### config.mk
export PLATFORM = sky130hd
export DESIGN_NAME = i2s_transmitter
export DESIGN_NICKNAME = d
export VERILOG_FILES = /design/src/rtl/i2s_transmitter_pkg.sv /design/src/rtl/i2s_transmitter_bclk_gen.sv /design/src/rtl/i2s_transmitter.sv
export SDC_FILE = /design/constraint.sdc
export NUM_CORES = 1
export LEC_CHECK = 0
export ABC_AREA = 1
export CAP_MARGIN = 20
export CORE_MARGIN = 3
export CORE_UTILIZATION = 49
export DETAILED_ROUTE_END_ITERATION = 10
export HOLD_SLACK_MARGIN = 0.1
export PLACE_DENSITY_LB_ADDON = 0.2
export SLEW_MARGIN = 20
export SYNTH_ARGS = -nofsm -noshare
export SYNTH_HDL_FRONTEND = slang
export SYNTH_SLANG_ARGS = --single-unit
### constraint.sdc
create_clock -name clock -period 2.3 [get_ports clock]
set_clock_uncertainty 0.15 [all_clocks]
set_input_delay 0.345 -clock clock [delete_from_list [all_inputs] [get_ports clock]]
set_output_delay 0.345 -clock clock [all_outputs]
set_load 0.01 [all_outputs]
### src/rtl/i2s_transmitter_pkg.sv
// Shared types and constants for the I2S transmitter: the mixer sample type,
// default slot/clock settings and the slot-position to serial-bit mapping.
package i2s_transmitter_pkg;

    localparam int SAMPLE_WIDTH   = 24;
    localparam int SLOT_WIDTH_DEF = 32;
    localparam int BCLK_DIV_DEF   = 4;
    localparam int SAMPLE_IDX_W   = $clog2(SAMPLE_WIDTH);

    typedef logic [SAMPLE_WIDTH-1:0] sample_t;

    // Slot position 0 is the I2S one-bit delay; positions 1..SAMPLE_WIDTH carry
    // the sample MSB first; anything after that pads with zero.
    function automatic logic slot_bit(input sample_t frame, input int pos);
        logic [SAMPLE_IDX_W-1:0] idx;
        idx = SAMPLE_IDX_W'(SAMPLE_WIDTH - pos);
        if (pos >= 1 && pos <= SAMPLE_WIDTH) begin
            return frame[idx];
        end
        return 1'b0;
    endfunction

endpackage

### src/rtl/i2s_transmitter_bclk_gen.sv
// Bit-clock generator: divides the system clock into BCLK and flags the
// cycles in which BCLK is about to rise or fall.
module i2s_transmitter_bclk_gen #(
    parameter int BCLK_DIV = 4
) (
    input  logic clock,
    input  logic reset_l,
    output logic bclk,
    output logic fall_event,
    output logic rise_event
);

    localparam int DIV_W = (BCLK_DIV > 1) ? $clog2(BCLK_DIV) : 1;
    localparam logic [DIV_W-1:0] DIV_LAST = DIV_W'(BCLK_DIV - 1);

    logic [DIV_W-1:0] div_cnt_q, div_cnt_d;
    logic             bclk_q, bclk_d;
    logic             term_cnt;

    always_comb begin
        term_cnt   = (div_cnt_q == DIV_LAST);
        div_cnt_d  = term_cnt ? '0 : div_cnt_q + DIV_W'(1);
        bclk_d     = term_cnt ? ~bclk_q : bclk_q;
        // Events mark the cycle whose closing edge toggles bclk, so logic
        // registered on them changes together with the bclk edge.
        fall_event = term_cnt & bclk_q;
        rise_event = term_cnt & ~bclk_q;
    end

    always_ff @(posedge clock) begin
        if (!reset_l) begin
            div_cnt_q <= '0;
            bclk_q    <= 1'b0;
        end else begin
            div_cnt_q <= div_cnt_d;
            bclk_q    <= bclk_d;
        end
    end

    assign bclk = bclk_q;

endmodule

### src/rtl/i2s_transmitter.sv
// Philips I2S transmitter: buffers one mixer sample and sends it MSB first
// on both the left and right slots of every frame.
module i2s_transmitter
    import i2s_transmitter_pkg::*;
#(
    parameter int SLOT_WIDTH = SLOT_WIDTH_DEF,
    parameter int BCLK_DIV   = BCLK_DIV_DEF
) (
    input  logic    clock,
    input  logic    reset_l,
    input  sample_t sample_in,
    input  logic    sample_valid,
    output logic    sample_ready,
    output logic    bclk,
    output logic    lrclk,
    output logic    sdata,
    output logic    frame_start,
    output logic    underrun
);

    localparam int BIT_W = $clog2(2 * SLOT_WIDTH);
    localparam logic [BIT_W-1:0] LAST_BIT = BIT_W'(2 * SLOT_WIDTH - 1);
    localparam logic [BIT_W-1:0] SLOT_LIM = BIT_W'(SLOT_WIDTH);

    logic             fall_event;
    logic [BIT_W-1:0] bit_cnt_q, bit_cnt_d;
    sample_t          holding_q, holding_d;
    sample_t          frame_q, frame_d;
    logic             holding_full_q, holding_full_d;
    logic             sample_ready_q, sample_ready_d;
    logic             lrclk_q, lrclk_d;
    logic             sdata_q, sdata_d;
    logic             frame_start_q, frame_start_d;
    logic             underrun_q, underrun_d;
    logic             accept, load;
    int               pos;

    i2s_transmitter_bclk_gen #(
        .BCLK_DIV (BCLK_DIV)
    ) u_bclk_gen (
        .clock      (clock),
        .reset_l    (reset_l),
        .bclk       (bclk),
        .fall_event (fall_event),
        .rise_event ()
    );

    always_comb begin
        accept         = sample_valid & sample_ready_q;
        load           = fall_event && (bit_cnt_q == LAST_BIT);
        bit_cnt_d      = bit_cnt_q;
        holding_d      = holding_q;
        holding_full_d = holding_full_q;
        frame_d        = frame_q;

        if (fall_event) begin
            bit_cnt_d = load ? '0 : bit_cnt_q + BIT_W'(1);
        end
        // An empty holding register at load time leaves frame_q as is, so
        // the previous sample repeats. There is no bypass from sample_in.
        if (load && holding_full_q) begin
            frame_d        = holding_q;
            holding_full_d = 1'b0;
        end
        if (accept) begin
            holding_d      = sample_in;
            holding_full_d = 1'b1;
        end

        sample_ready_d = ~holding_full_d;
        frame_start_d  = load;
        underrun_d     = load & ~holding_full_q;

        if (bit_cnt_d >= SLOT_LIM) begin
            pos = int'(bit_cnt_d) - SLOT_WIDTH;
        end else begin
            pos = int'(bit_cnt_d);
        end
        lrclk_d = (bit_cnt_d >= SLOT_LIM);
        sdata_d = slot_bit(frame_d, pos);
    end

    always_ff @(posedge clock) begin
        if (!reset_l) begin
            bit_cnt_q      <= '0;
            holding_q      <= '0;
            frame_q        <= '0;
            holding_full_q <= 1'b0;
            sample_ready_q <= 1'b1;
            lrclk_q        <= 1'b0;
            sdata_q        <= 1'b0;
            frame_start_q  <= 1'b0;
            underrun_q     <= 1'b0;
        end else begin
            bit_cnt_q      <= bit_cnt_d;
            holding_q      <= holding_d;
            frame_q        <= frame_d;
            holding_full_q <= holding_full_d;
            sample_ready_q <= sample_ready_d;
            lrclk_q        <= lrclk_d;
            sdata_q        <= sdata_d;
            frame_start_q  <= frame_start_d;
            underrun_q     <= underrun_d;
        end
    end

    assign sample_ready = sample_ready_q;
    assign lrclk        = lrclk_q;
    assign sdata        = sdata_q;
    assign frame_start  = frame_start_q;
    assign underrun     = underrun_q;

endmodule

==> impl_metrics.tcl <==
set metrics [dict create \
    core_area_um2 5240 \
    final_nets 448 \
    hold_viol 0 \
    pwr-share-clk_pct 47.2 \
    routed_via_density 4.86 \
    start_kind "flop" \
    cp_num_buf_inv 2 \
    worst_slew_pin_slew_ns 0.356 \
    synth_fp_nets 406 \
    cp.depth 14 \
    p_per_area_nw_per_um2 723 \
    cts-root-buf "clkbuf_8" \
    most-common-layout-cells "67 x nand2_1, 60 x dfxtp_1, 47 x nor2_1" \
    grt_pass1_wl_um 9490 \
    cts_buffer_depth 2 \
    ys_warn_count 0 \
    netlist_instances 375 \
    finalSetupViolCount 0 \
    relSlewSlack_pct 76.3 \
    cpMostUsedCell "nand3_1" \
    grt_util_all_layers_pct 19.1 \
    cts_tree "yes" \
    htree_num_levels 3 \
    endpoint_kind "flop" \
    clk_pin_slew_ns 0.07 \
    fmax_ghz 0.462 \
    area_growth_pct 26.8 \
    fin_crit_ns 2.17 \
    synth-async-reset-ratio_pct 0 \
    crit_required_ns 2.38 \
    cts.sinks 62 \
    gp_congestion 0.899 \
    critPathMaxStageDelay_ns 0.38 \
    min_from "holding_q[1]" \
    p_sw_uw 517 \
    wl_per_cell_um 11.6 \
    die_area_um2 6500 \
    crit_chain "ha_4 -> nand2_4 -> nor2_1 -> nand2_2 -> nand2_4 -> inv_4 -> ha_1 -> or2_0 -> nand2_1 -> inv_1 -> nand3_1 -> nand3_1 -> nand3_1 -> a21oi_1" \
    holdPathEnd "holding_q[1]" \
    hold_path_class "reg -> reg" \
    initialDrtViolationCount 107 \
    path_class "reg -> reg" \
    final_common_cell "nand2_1" \
    regToRegStartpoint "u_bclk_gen.div_cnt_q[0]" \
    maxCapViolCount 0 \
    cts_hold_buf 0 \
    synthesis.area_um2 2730 \
    final_max_slew_viol_count 0 \
    synthFlopType "dfxtp_1" \
    fin_crit_sh_pct 94.2 \
    grt_pass1_vias 2164 \
    hold_depth 2 \
    internal-power_mw 1.99 \
    drc 0 \
    drt-total-wl_um 5690 \
    ys_types 33 \
    max-vdd-ir-drop_mv 0.511 \
    via_count 2392 \
    hpwl_um 3920 \
    synth_edf_count 0 \
    seq_area_frac_synth_pct 45.5 \
    cp_max_fo 7 \
    r2r_end "sdata" \
    p_leak_nw 1.49 \
    r2r_slack_ns 0.13 \
    start_util_pct 52.1 \
    ys_seq_elements 62 \
    critPathTopFamily "simple AND/OR/NAND/NOR gates" \
    grt_start_max_net_pins 42 \
    syn_avg_cell_area_um2 7.28 \
    fillers 470 \
    cp.arrival_ns 2.25 \
    rr_worst_depth 14 \
    cpMaxStageDelayCell "dfxtp_1" \
    outcome "complete, no violations" \
    combPwrFrac_pct 7.3 \
    p_sw_share_pct 20.6 \
    grt_overflow 0 \
    clock_latency_ns 0.34 \
    drive_gt1_share_pct 12.3 \
    dr.pass1.iters 4 \
    synth_compound_gate_area_share_pct 12.4 \
    synthAdderAreaFrac_pct 1.83 \
    die_w_um 80.6 \
    io_pins 33 \
    fp-row-count 26 \
    num_antenna_cells 0 \
    antenna_found_initial 0 \
    fin_cells 492 \
    placed_cells 470 \
    synthSimpleGateAreaFrac_pct 29.0 \
    seqPwrFrac_pct 45.5 \
    die_h_um 80.6 \
    synthXorXnorAreaFrac_pct 1.24 \
    yosys-mux-area-fraction_pct 0 \
    drtAntennaViolNets 0 \
    power.total_mw 2.50 \
    cts_inserted_buffers 9 \
    io_buffers 32 \
    synth_top_family_by_area "simple AND/OR/NAND/NOR gates" \
]
==> what timing repair did <==
| action | CTS | global route |
|---|---|---|
| setup endpoints to repair | 0 | 1 |
| gates resized for setup | 0 | 11 |
| buffers inserted | 0 | 6 |
==> layer usage <==
layer	part of all wire, %	global-route usage (%)	up-vias
met5	0	0	-
met4	2.3	8.95	0
met3	5.5	6.05	15
met2	46	29.9	56
met1	46	23.9	1040
li1	-	-	1281
==> sequential cells by signal, indices dropped and copies added, names as in the netlist <==
name,count
bit_cnt_q,6
frame_q,24
frame_start,1
holding_full_q,1
holding_q,24
sample_ready,1
sdata,1
u_bclk_gen.bclk,1
u_bclk_gen.div_cnt_q,2
underrun,1
==> cell usage after synthesis, types with 2 or more instances <==
library cell  number  share of area, %
a21oi_1           23               4.2
nand4_1           11               2.5
inv_1             47               6.5
nand3_1           30               5.5
nand2_1           68               9.3
or2_0              2              0.46
nor2_4             2              0.82
buf_2              5              0.92
nor2_2             2              0.46
nor3_1             3              0.55
dfxtp_1           62                45
o21ai_0           29               5.3
ha_1               4               1.8
clkbuf_1          10               1.4
nor2_1            47               6.5
o21ai_1           11               2.0
nand2_4            3               1.2
==> how the worst max path moves through the flow <==
stage	startpoint	end
after detailed placement	u_bclk_gen.div_cnt_q[0]	sdata
after global placement	u_bclk_gen.div_cnt_q[0]	sdata
after floorplan	u_bclk_gen.div_cnt_q[0]	sdata
after global routing	u_bclk_gen.div_cnt_q[0]	sdata
final	u_bclk_gen.div_cnt_q[0]	sdata
after CTS	u_bclk_gen.div_cnt_q[0]	sdata
==> worst reg2reg max path, delay by kind of cell (launching register included) <==
kind                       cells  cell delay (ns)
AOI/OAI and AO/OA              1             0.06
adders and majority gates      2             0.37
buffers and inverters          2             0.12
DFF                            1             0.38
and+or+nand+nor                9             0.99
==> power groups by stage <==
stage	logic (mW)	clock network, mW	registers, mW
CTS	0.180	1.20	1.14
detailed placement	0.179	0	1.16
global placement	0.175	0	1.16
global route	0.206	1.26	1.14
floorplan	0.101	0	1.16
finish	0.182	1.18	1.14
==> cells by family (layout without fill, tap and decap cells) <==
logic type               count (synthesis)  after routing
XOR/XNOR                                 3              3
AO/OA/AOI/OAI                           66             66
adder cells (fa/ha/maj)                  4              4
buffers and inverters                   68            115
flip-flops                              62             62
AND/OR/NAND/NOR                        172            172
==> cell type report <==
class	instances	area (um^2)	share of cell area, %
Clock buffer	13	159	4.59
Clock inverter	3	90.1	2.60
Inverter	50	190	5.49
Multi-Input combinational cell	245	1240	35.8
Sequential cell	62	1240	35.9
Tap cell	70	87.6	2.53
Timing Repair Buffer	49	452	13.0
==> stage by stage <==
step	TNS [ns]	hold WS [ns]	area [um^2]	utilization [%]	setup WS [ns]
floorplan	0	0.254	2730	-	0.0394
global placement	0	0.262	3140	59.9	0.0839
detailed placement	0	0.283	3140	59.9	0.0157
CTS	0	0.293	3380	64.6	0.00439
global route	-0.0420	0.323	3460	66.1	-0.0420
finish	0	0.303	3460	66.1	0.134
Power figures use the tool's default switching activity.
